==> config.mk <==
export PLATFORM = sky130hd
export DESIGN_NAME = scmp_clk_rst_seq
export DESIGN_NICKNAME = d
export VERILOG_FILES = /design/src/rtl/scmp_clkseq_pkg.sv /design/src/rtl/scmp_clkseq_debounce.sv /design/src/rtl/scmp_clk_rst_seq.sv
export SDC_FILE = /design/constraint.sdc
export NUM_CORES = 1
export LEC_CHECK = 0
export CORE_MARGIN = 4
export CORE_UTILIZATION = 51
export DETAILED_ROUTE_END_ITERATION = 8
export PLACE_DENSITY_LB_ADDON = 0.2
export SLEW_MARGIN = 20
export SYNTH_ARGS = -nofsm -noshare
export SYNTH_HDL_FRONTEND = slang
export SYNTH_SLANG_ARGS = --single-unit
==> constraint.sdc <==
create_clock -name i_sys_clk -period 1.65 [get_ports i_sys_clk]
set_input_delay 0.4125 -clock i_sys_clk [delete_from_list [all_inputs] [get_ports i_sys_clk]]
set_output_delay 0.4125 -clock i_sys_clk [all_outputs]
set_load 0.01 [all_outputs]
==> src/rtl/scmp_clkseq_pkg.sv <==
// Shared types for the SC/MP clock-enable / reset sequencer: FSM states and LED encoding.
package scmp_clkseq_pkg;

  typedef enum logic [1:0] {
    WAIT_LOCK = 2'd0,
    HOLD      = 2'd1,
    RUN       = 2'd2
  } seq_state_t;

  localparam logic [1:0] LED_WAIT_LOCK = 2'd0;
  localparam logic [1:0] LED_HOLD      = 2'd1;
  localparam logic [1:0] LED_RUN       = 2'd2;

  function automatic logic [1:0] seq_led(input seq_state_t s);
    case (s)
      WAIT_LOCK: return LED_WAIT_LOCK;
      HOLD:      return LED_HOLD;
      RUN:       return LED_RUN;
      default:   return LED_WAIT_LOCK;
    endcase
  endfunction

endpackage

==> src/rtl/scmp_clkseq_debounce.sv <==
// Two-flop synchroniser followed by a stable-run counter; o_db follows the synced
// input only after it has differed from o_db for CYCLES consecutive cycles.
module scmp_clkseq_debounce #(
  parameter int CYCLES = 16
) (
  input  logic i_clk,
  input  logic i_rst,
  input  logic i_raw,
  output logic o_db
);

  localparam int CW = (CYCLES > 1) ? $clog2(CYCLES) : 1;
  localparam logic [CW-1:0] CNT_LAST = CW'(CYCLES - 1);

  logic          r_sync0;
  logic          r_sync1;
  logic          r_db;
  logic [CW-1:0] r_cnt;

  always_ff @(posedge i_clk or posedge i_rst) begin
    if (i_rst) begin
      r_sync0 <= 1'b0;
      r_sync1 <= 1'b0;
      r_db    <= 1'b0;
      r_cnt   <= '0;
    end else begin
      r_sync0 <= i_raw;
      r_sync1 <= r_sync0;
      // Any cycle where the input agrees with the output restarts the run.
      if (r_sync1 != r_db) begin
        if (r_cnt == CNT_LAST) begin
          r_db  <= r_sync1;
          r_cnt <= '0;
        end else begin
          r_cnt <= r_cnt + 1'b1;
        end
      end else begin
        r_cnt <= '0;
      end
    end
  end

  assign o_db = r_db;

endmodule

==> src/rtl/scmp_clk_rst_seq.sv <==
// SC/MP clock-enable and reset sequencer: PLL-lock wait, button debounce, micro-cycle
// divider and core reset hold. Optional single-step support under SCMP_CLKSEQ_STEP_EN.
module scmp_clk_rst_seq
  import scmp_clkseq_pkg::*;
#(
  parameter int CLK_DIV         = 4,
  parameter int DEBOUNCE_CYCLES = 16,
  parameter int HOLD_UCYCLES    = 8
) (
  input  logic                       i_sys_clk,
  input  logic                       i_reset,
  input  logic                       i_pll_lock,
  input  logic                       i_btn_raw,
`ifdef SCMP_CLKSEQ_STEP_EN
  input  logic                       i_step_mode,
  input  logic                       i_step_btn,
`endif
  output logic                       o_clk_en,
  output logic [$clog2(CLK_DIV)-1:0] o_phase,
  output logic                       o_core_reset,
  output logic [1:0]                 o_seq_state
);

  localparam int PW = $clog2(CLK_DIV);
  localparam int HW = (HOLD_UCYCLES > 1) ? $clog2(HOLD_UCYCLES) : 1;
  localparam logic [PW-1:0] PH_LAST   = PW'(CLK_DIV - 1);
  localparam logic [HW-1:0] HOLD_LAST = HW'(HOLD_UCYCLES - 1);

  logic          r_lock_s0;
  logic          r_lock_s1;
  seq_state_t    r_state;
  logic [PW-1:0] r_phase;
  logic          r_clk_en;
  logic          r_core_reset;
  logic [HW-1:0] r_hold_cnt;

  logic          w_btn_db;
  logic          w_div_hold;
  logic          w_stall;
  logic [PW-1:0] w_phase_nxt;
  logic          w_clk_en_nxt;

  scmp_clkseq_debounce #(.CYCLES(DEBOUNCE_CYCLES)) u_btn_db (
    .i_clk (i_sys_clk),
    .i_rst (i_reset),
    .i_raw (i_btn_raw),
    .o_db  (w_btn_db)
  );

`ifdef SCMP_CLKSEQ_STEP_EN
  logic w_step_db;
  logic r_step_db_d;
  logic r_step_go;

  scmp_clkseq_debounce #(.CYCLES(DEBOUNCE_CYCLES)) u_step_db (
    .i_clk (i_sys_clk),
    .i_rst (i_reset),
    .i_raw (i_step_btn),
    .o_db  (w_step_db)
  );

  // A step press arms one micro-cycle; it is consumed when the divider leaves phase 0.
  always_ff @(posedge i_sys_clk or posedge i_reset) begin
    if (i_reset) begin
      r_step_db_d <= 1'b0;
      r_step_go   <= 1'b0;
    end else begin
      r_step_db_d <= w_step_db;
      if (r_state != RUN)
        r_step_go <= 1'b0;
      else if (w_step_db && !r_step_db_d)
        r_step_go <= 1'b1;
      else if (r_phase == '0)
        r_step_go <= 1'b0;
    end
  end

  assign w_stall = (r_state == RUN) && i_step_mode && (r_phase == '0) && !r_step_go;
`else
  assign w_stall = 1'b0;
`endif

  // Divider is parked at phase 0 while waiting for lock and on the edge lock is lost.
  assign w_div_hold   = (r_state == WAIT_LOCK) || !r_lock_s1;
  assign w_phase_nxt  = (w_div_hold || w_stall || r_phase == PH_LAST) ? '0 : r_phase + 1'b1;
  assign w_clk_en_nxt = (w_phase_nxt == PH_LAST);

  always_ff @(posedge i_sys_clk or posedge i_reset) begin
    if (i_reset) begin
      r_lock_s0    <= 1'b0;
      r_lock_s1    <= 1'b0;
      r_state      <= WAIT_LOCK;
      r_phase      <= '0;
      r_clk_en     <= 1'b0;
      r_core_reset <= 1'b1;
      r_hold_cnt   <= '0;
    end else begin
      r_lock_s0 <= i_pll_lock;
      r_lock_s1 <= r_lock_s0;
      r_phase   <= w_phase_nxt;
      r_clk_en  <= w_clk_en_nxt;
      if (!r_lock_s1) begin
        r_state      <= WAIT_LOCK;
        r_core_reset <= 1'b1;
        r_hold_cnt   <= '0;
      end else begin
        case (r_state)
          WAIT_LOCK: begin
            r_state      <= HOLD;
            r_core_reset <= 1'b1;
            r_hold_cnt   <= '0;
          end
          HOLD: begin
            if (w_btn_db) begin
              r_hold_cnt <= '0;
            end else if (r_clk_en) begin
              if (r_hold_cnt == HOLD_LAST) begin
                r_state      <= RUN;
                r_core_reset <= 1'b0;
                r_hold_cnt   <= '0;
              end else begin
                r_hold_cnt <= r_hold_cnt + 1'b1;
              end
            end
          end
          RUN: begin
            if (w_btn_db) begin
              r_state      <= HOLD;
              r_core_reset <= 1'b1;
              r_hold_cnt   <= '0;
            end
          end
          default: begin
            r_state      <= WAIT_LOCK;
            r_core_reset <= 1'b1;
            r_hold_cnt   <= '0;
          end
        endcase
      end
    end
  end

  assign o_clk_en     = r_clk_en;
  assign o_phase      = r_phase;
  assign o_core_reset = r_core_reset;
  assign o_seq_state  = seq_led(r_state);

endmodule

# [Word-level counts from Yosys, hierarchy flattened]
# Cells that the tools add are included.
[word_totals] ff_bits=18 out_inout_bits=6 elab_cells=55
[op_classes] n_addsub=3 mux=22 n_eq_ne=12 reduce_logical=7
[op_table] operator="$mux 3" n=5
[op_table] operator="$mux 2" n=6
[op_table] operator="$ne 3x3->1 const B" n=3
[op_table] operator="$mux 4" n=2
[op_table] operator="$eq 2x2->1 const B" n=3
[op_table] operator="$pmux 2 s3" n=1
[op_table] operator="$pmux 3 s2" n=1
[op_table] operator="$mux 1" n=5
[op_table] operator="$add 4x1->4 const B" n=1
[op_table] operator="$eq 4x4->1 const B" n=1
[op_table] operator="$ne 4x3->1 const B" n=1
[op_table] operator="$pmux 2 s2" n=1
[op_table] operator="$reduce_and 2->1" n=2
[op_table] operator="$reduce_and 4->1" n=1
[op_table] operator="$add 3x1->3 const B" n=1
[op_table] operator="$eq 3x3->1 const B" n=1
[op_table] operator="$ne 3x2->1 const B" n=1
[op_table] operator="$add 2x1->2 const B" n=1
[op_table] operator="$eq 2x1->1 const B" n=1
[op_table] operator="$logic_not 2->1" n=1
[op_table] operator="$logic_or 1x1->1" n=2
[op_table] operator="$pmux 1 s2" n=1
[op_table] operator="$logic_not 1->1" n=1
[op_table] operator="$ne 1x1->1" n=1

# [Longest topological paths before layout]
[logic_depth] depth_word=6 mapped_depth=5

# [Hierarchy]
# Synthesis repeated with hierarchy kept, for this count alone.
[unflattened] hier_cells=69 hier_area_um2=804.5
[by_module_without_submodules] mod="scmp_clk_rst_seq" instances=1 area_each_um2=529.3 cells_per_inst=50 seq_area_each_um2=276.5
[by_module_without_submodules] mod="scmp_clkseq_debounce" instances=1 area_each_um2=275.3 cells_per_inst=19 seq_area_each_um2=175.2

# [Least setup slack after synthesis]
# OpenSTA, ideal clock, no wires.
[synth_path] path_kind="reg-to-reg" from="register r_hold_cnt[0]" to="register r_hold_cnt[2]" t_arrival_ns=1.268 synth_period_minus_slack_ns=1.389 path_stages_with_launch=6 path_slack_ns=0.261 path_buffers=0 setup_time_ns=0.121 cell_sequence="dfrtp_1 > ha_1 > ha_1 > mux2_2 > a22oi_1 > nor2_1"
[synth_via] elab_chain_len=6 elab_cells_between_ends=7
[synth_rtl] item="from (decl)" line_no="scmp_clk_rst_seq.sv:35" rtl="logic [HW-1:0] r_hold_cnt;"
[synth_rtl] item="from (signal assigned)" line_no="scmp_clk_rst_seq.sv:122" rtl="r_hold_cnt <= r_hold_cnt + 1'b1;"
[synth_rtl] item="$add 3x1->3 / $eq 3x3->1 (equally long branches)" line_no="scmp_clk_rst_seq.sv:122, scmp_clk_rst_seq.sv:117"
[synth_rtl] item="$mux 3 *" line_no="scmp_clk_rst_seq.sv:117" rtl="if (r_hold_cnt == HOLD_LAST) begin"
[synth_rtl] item="$mux 3 *" line_no="scmp_clk_rst_seq.sv:116" rtl="end else if (r_clk_en) begin"
[synth_rtl] item="$mux 3 *" line_no="scmp_clk_rst_seq.sv:114" rtl="if (w_btn_db) begin"
[synth_rtl] item="$pmux 3 s2 *" line_no="scmp_clk_rst_seq.sv:107" rtl="case (r_state)"
[synth_rtl] item="$mux 3 *" line_no="scmp_clk_rst_seq.sv:102" rtl="if (!r_lock_s1) begin"
# Mark *: on every way between the ends. The rest lies on a longest branch, timed or not. The select of a mux whose other input is x is not followed.
# A chain may end at the register's enable or synchronous reset.

# [Worst setup path in the final report]
[layout_path] from="register r_clk_en, in the netlist o_clk_en" to="output o_clk_en"
[layout_lines] item="from (decl)" line_no="scmp_clk_rst_seq.sv:33" rtl="logic r_clk_en;"
[layout_lines] item="from (signal assigned)" line_no="scmp_clk_rst_seq.sv:101" rtl="r_clk_en <= w_clk_en_nxt;"
[layout_lines] item="to (decl)" line_no="scmp_clk_rst_seq.sv:18" rtl="output logic o_clk_en,"
# No word-level cell between the ends.

==> run_results.csv <==
group,metric,value,unit
power,vdd_drop_max,0.000870,V
global_route,first_global_vias,620,
setup_path,path_cells,"clkdlybuf4s50_1",
synth,synth_cells,62,
synth,syn-cell-area,779,um2
synth,yosys_warnings,0,
timing,fin_setup_tns,0,ns
timing,hold_violations,0,
timing,slew_violations,0,
cts,clock_tree.root_cell,"clkbuf_4",
route,antenna_left,0,
cts,cts_num_sinks,18,
floorplan,start_util,57.1,%
route,wl_per_cell,15.4,um
timing,worst_slew_pin_slew,0.352,ns
timing,fin_crit_sh,98.3,%
setup_path,cp_top_family,"buffers and inverters",
floorplan,die-area,0.00222,mm2
cts,h-tree-depth,1,
synth,synth_most_common_cell,"dfrtp_1",
route,drtIter0Drc,10,
route,drc,0,
synth,synth_area_leader_cell,"dfrtp_1",
global_route,met3_usage,2.68,%
hold_path,hold_path_class,"reg -> reg",
setup_path,startpoint_type,"flop",
synth,synth_top_cells_by_area,"dfrtp_1 55%, ha_1 6.4%, mux2_2 4.3%",
setup_path,end_kind,"primary output",
cts,cts_tree,"yes",
setup_path,critPathMaxFanout,2,
floorplan,die_y,47.1,um
synth,synth_nets,70,
synth,synth_edf_count,0,
synth,synthArstFlopShare,100,%
setup_path,cp_data_required_time,1.24,ns
cts,cts_made_buffers,3,
setup_path,worst_r2r_path_depth,5,
floorplan,ios,10,
setup_path,slowest_stage,"clkdlybuf4s50_1",
global_route,grt_max_degree,13,
timing,finalCriticalPeriod,1.62,ns
cts,clkLatencyLatePin,0.29,ns
synth,ys_top_cells_by_count,"17 x dfrtp_1, 5 x nor2_1, 4 x ha_1",
setup_path,slowest_delay,0.53,ns
global_route,grt_pass1_wl,2500,um
setup_path,crit_type,"reg -> out",
route,viasPerCell,5.79,
synth,synth_cell_type_count,26,
cells_and_area,antenna_cells,0,
cts,cts_buffer_depth,2,
cts,path_clk_slew,0.11,ns
place,place_hpwl,1040,um
global_route,grt-busiest-layer,"met2",
setup_path,cp_data_arrival_time,1.21,ns
timing,rsz0062_at_grt,"false",
global_route,met2_usage,29.5,%
global_route,antenna_found_initial,0,
power,total_power,0.816,mW
timing,finalClockSkew,0.0117,ns
cts,hold_buffers,0,
timing,slew_headroom,76.4,%
floorplan,rows,13,
synth,synth_seq_area_share,57.9,%
global_route,grt_use_total,16.3,%
cells_and_area,syn2layout_area_growth,25.8,%
route,dr.pass1.iters,4,
floorplan,chipWidth,47.1,um
cells_and_area,layout-drive-gt1-share,25.3,%
cells_and_area,final_util,71.8,%
synth,avgSynthCellArea,12.6,um2
place,portBuffers,9,
power,cellPowerDensity,832,mW/mm2
synth,ys_ff_latch,18,
global_route,grt_overflow,0,
cells_and_area,nets,92,
synth,ys.flop_type,"dfrtp_1",
route,wl,1510,um
synth,yosysTopAreaCellShare,54.6,%
setup_path,r2r_setup_slack,0.20,ns
route,via_count,567,
setup_path,crit_cells,1,
floorplan,coreArea,0.00137,mm2
place,place.gp.congestion,0.799,
global_route,use_met1,17.4,%
power,p_leak,0.496,nW
job,cap_violations,0,
hold_path,hold_depth,0,
timing,setup_viol,0,
status,status,"completed",
timing,timing.fmax,617,MHz
setup_path,crit_buf_inv,1,
-- final timing paths --
path                                 end     startpoint
setup / recovery                o_clk_en       o_clk_en
hold / removal                 r_lock_s1      r_lock_s0
setup reg to reg           r_hold_cnt[2]  r_hold_cnt[0]
hold reg to reg                r_lock_s1      r_lock_s0
max in group asynchronous   o_core_reset        i_reset
min in group asynchronous       o_clk_en        i_reset
-- registers in the layout, summed over array words and instances (netlist names) --
name	flops
o_phase	2
r_hold_cnt	3
u_btn_db.r_cnt	4
o_clk_en	1
u_btn_db.r_sync1	1
u_btn_db.r_sync0	1
o_core_reset	1
u_btn_db.o_db	1
r_lock_s1	1
r_state	2
r_lock_s0	1
-- metrics by stage --
stage	hold slack [ns]	worst slack, ns	cell area [um2]	cells
5_1_grt	0.377	0.00920	981	98
6_report	0.359	0.0282	981	98
2_1_floorplan	0.331	0.261	779	62
4_1_cts	0.369	0.0213	973	97
3_5_place_dp	0.353	0.0598	911	89
3_3_place_gp	0.333	0.0677	911	89
-- area by class of cell --
cell class | instances | area (um2)
Clock buffer | 4 | 36.3
Inverter | 3 | 11.3
Tap cell | 15 | 18.8
Multi-Input combinational cell | 41 | 317
Timing Repair Buffer | 17 | 145
Fill cell | 110 | 385
Sequential cell | 18 | 453
-- cells in the final DEF (no fill, tap or decap), types with 3 or more instances in the layout --
master / instances
buf_4: 8
clkdlybuf4s50_1: 4
dfrtp_1: 16
nor2_1: 5
ha_1: 4
mux2_2: 3
o21ai_1: 3
inv_1: 3
clkbuf_4: 3
-- kinds of logic after synthesis --
group	share of synthesized area, %
adder cells (fa/ha/maj)	6.42
AND/OR/NAND/NOR	15.7
flip-flops	57.9
AO/OA/AOI/OAI	11.9
multiplexers	4.33
buffers and inverters	1.44
XOR/XNOR	2.25
-- per-layer routing --
layer  part of all wire [%]  up-vias
met4                    2.4        0
li1                       -      268
met1                     42      273
met5                      0        -
met3                    4.8        6
met2                     50       20
-- repair_timing --
action	CTS	global route
buffers inserted	4	1
endpoints found under the setup margin	5	3
gates resized for setup	5	4
-- power by group --
part | switching (mW) | internal [mW]
clock network | 0.142 | 0.134
registers | 0.0146 | 0.457
logic | 0.0312 | 0.0379
Power figures use the tool's default switching activity.
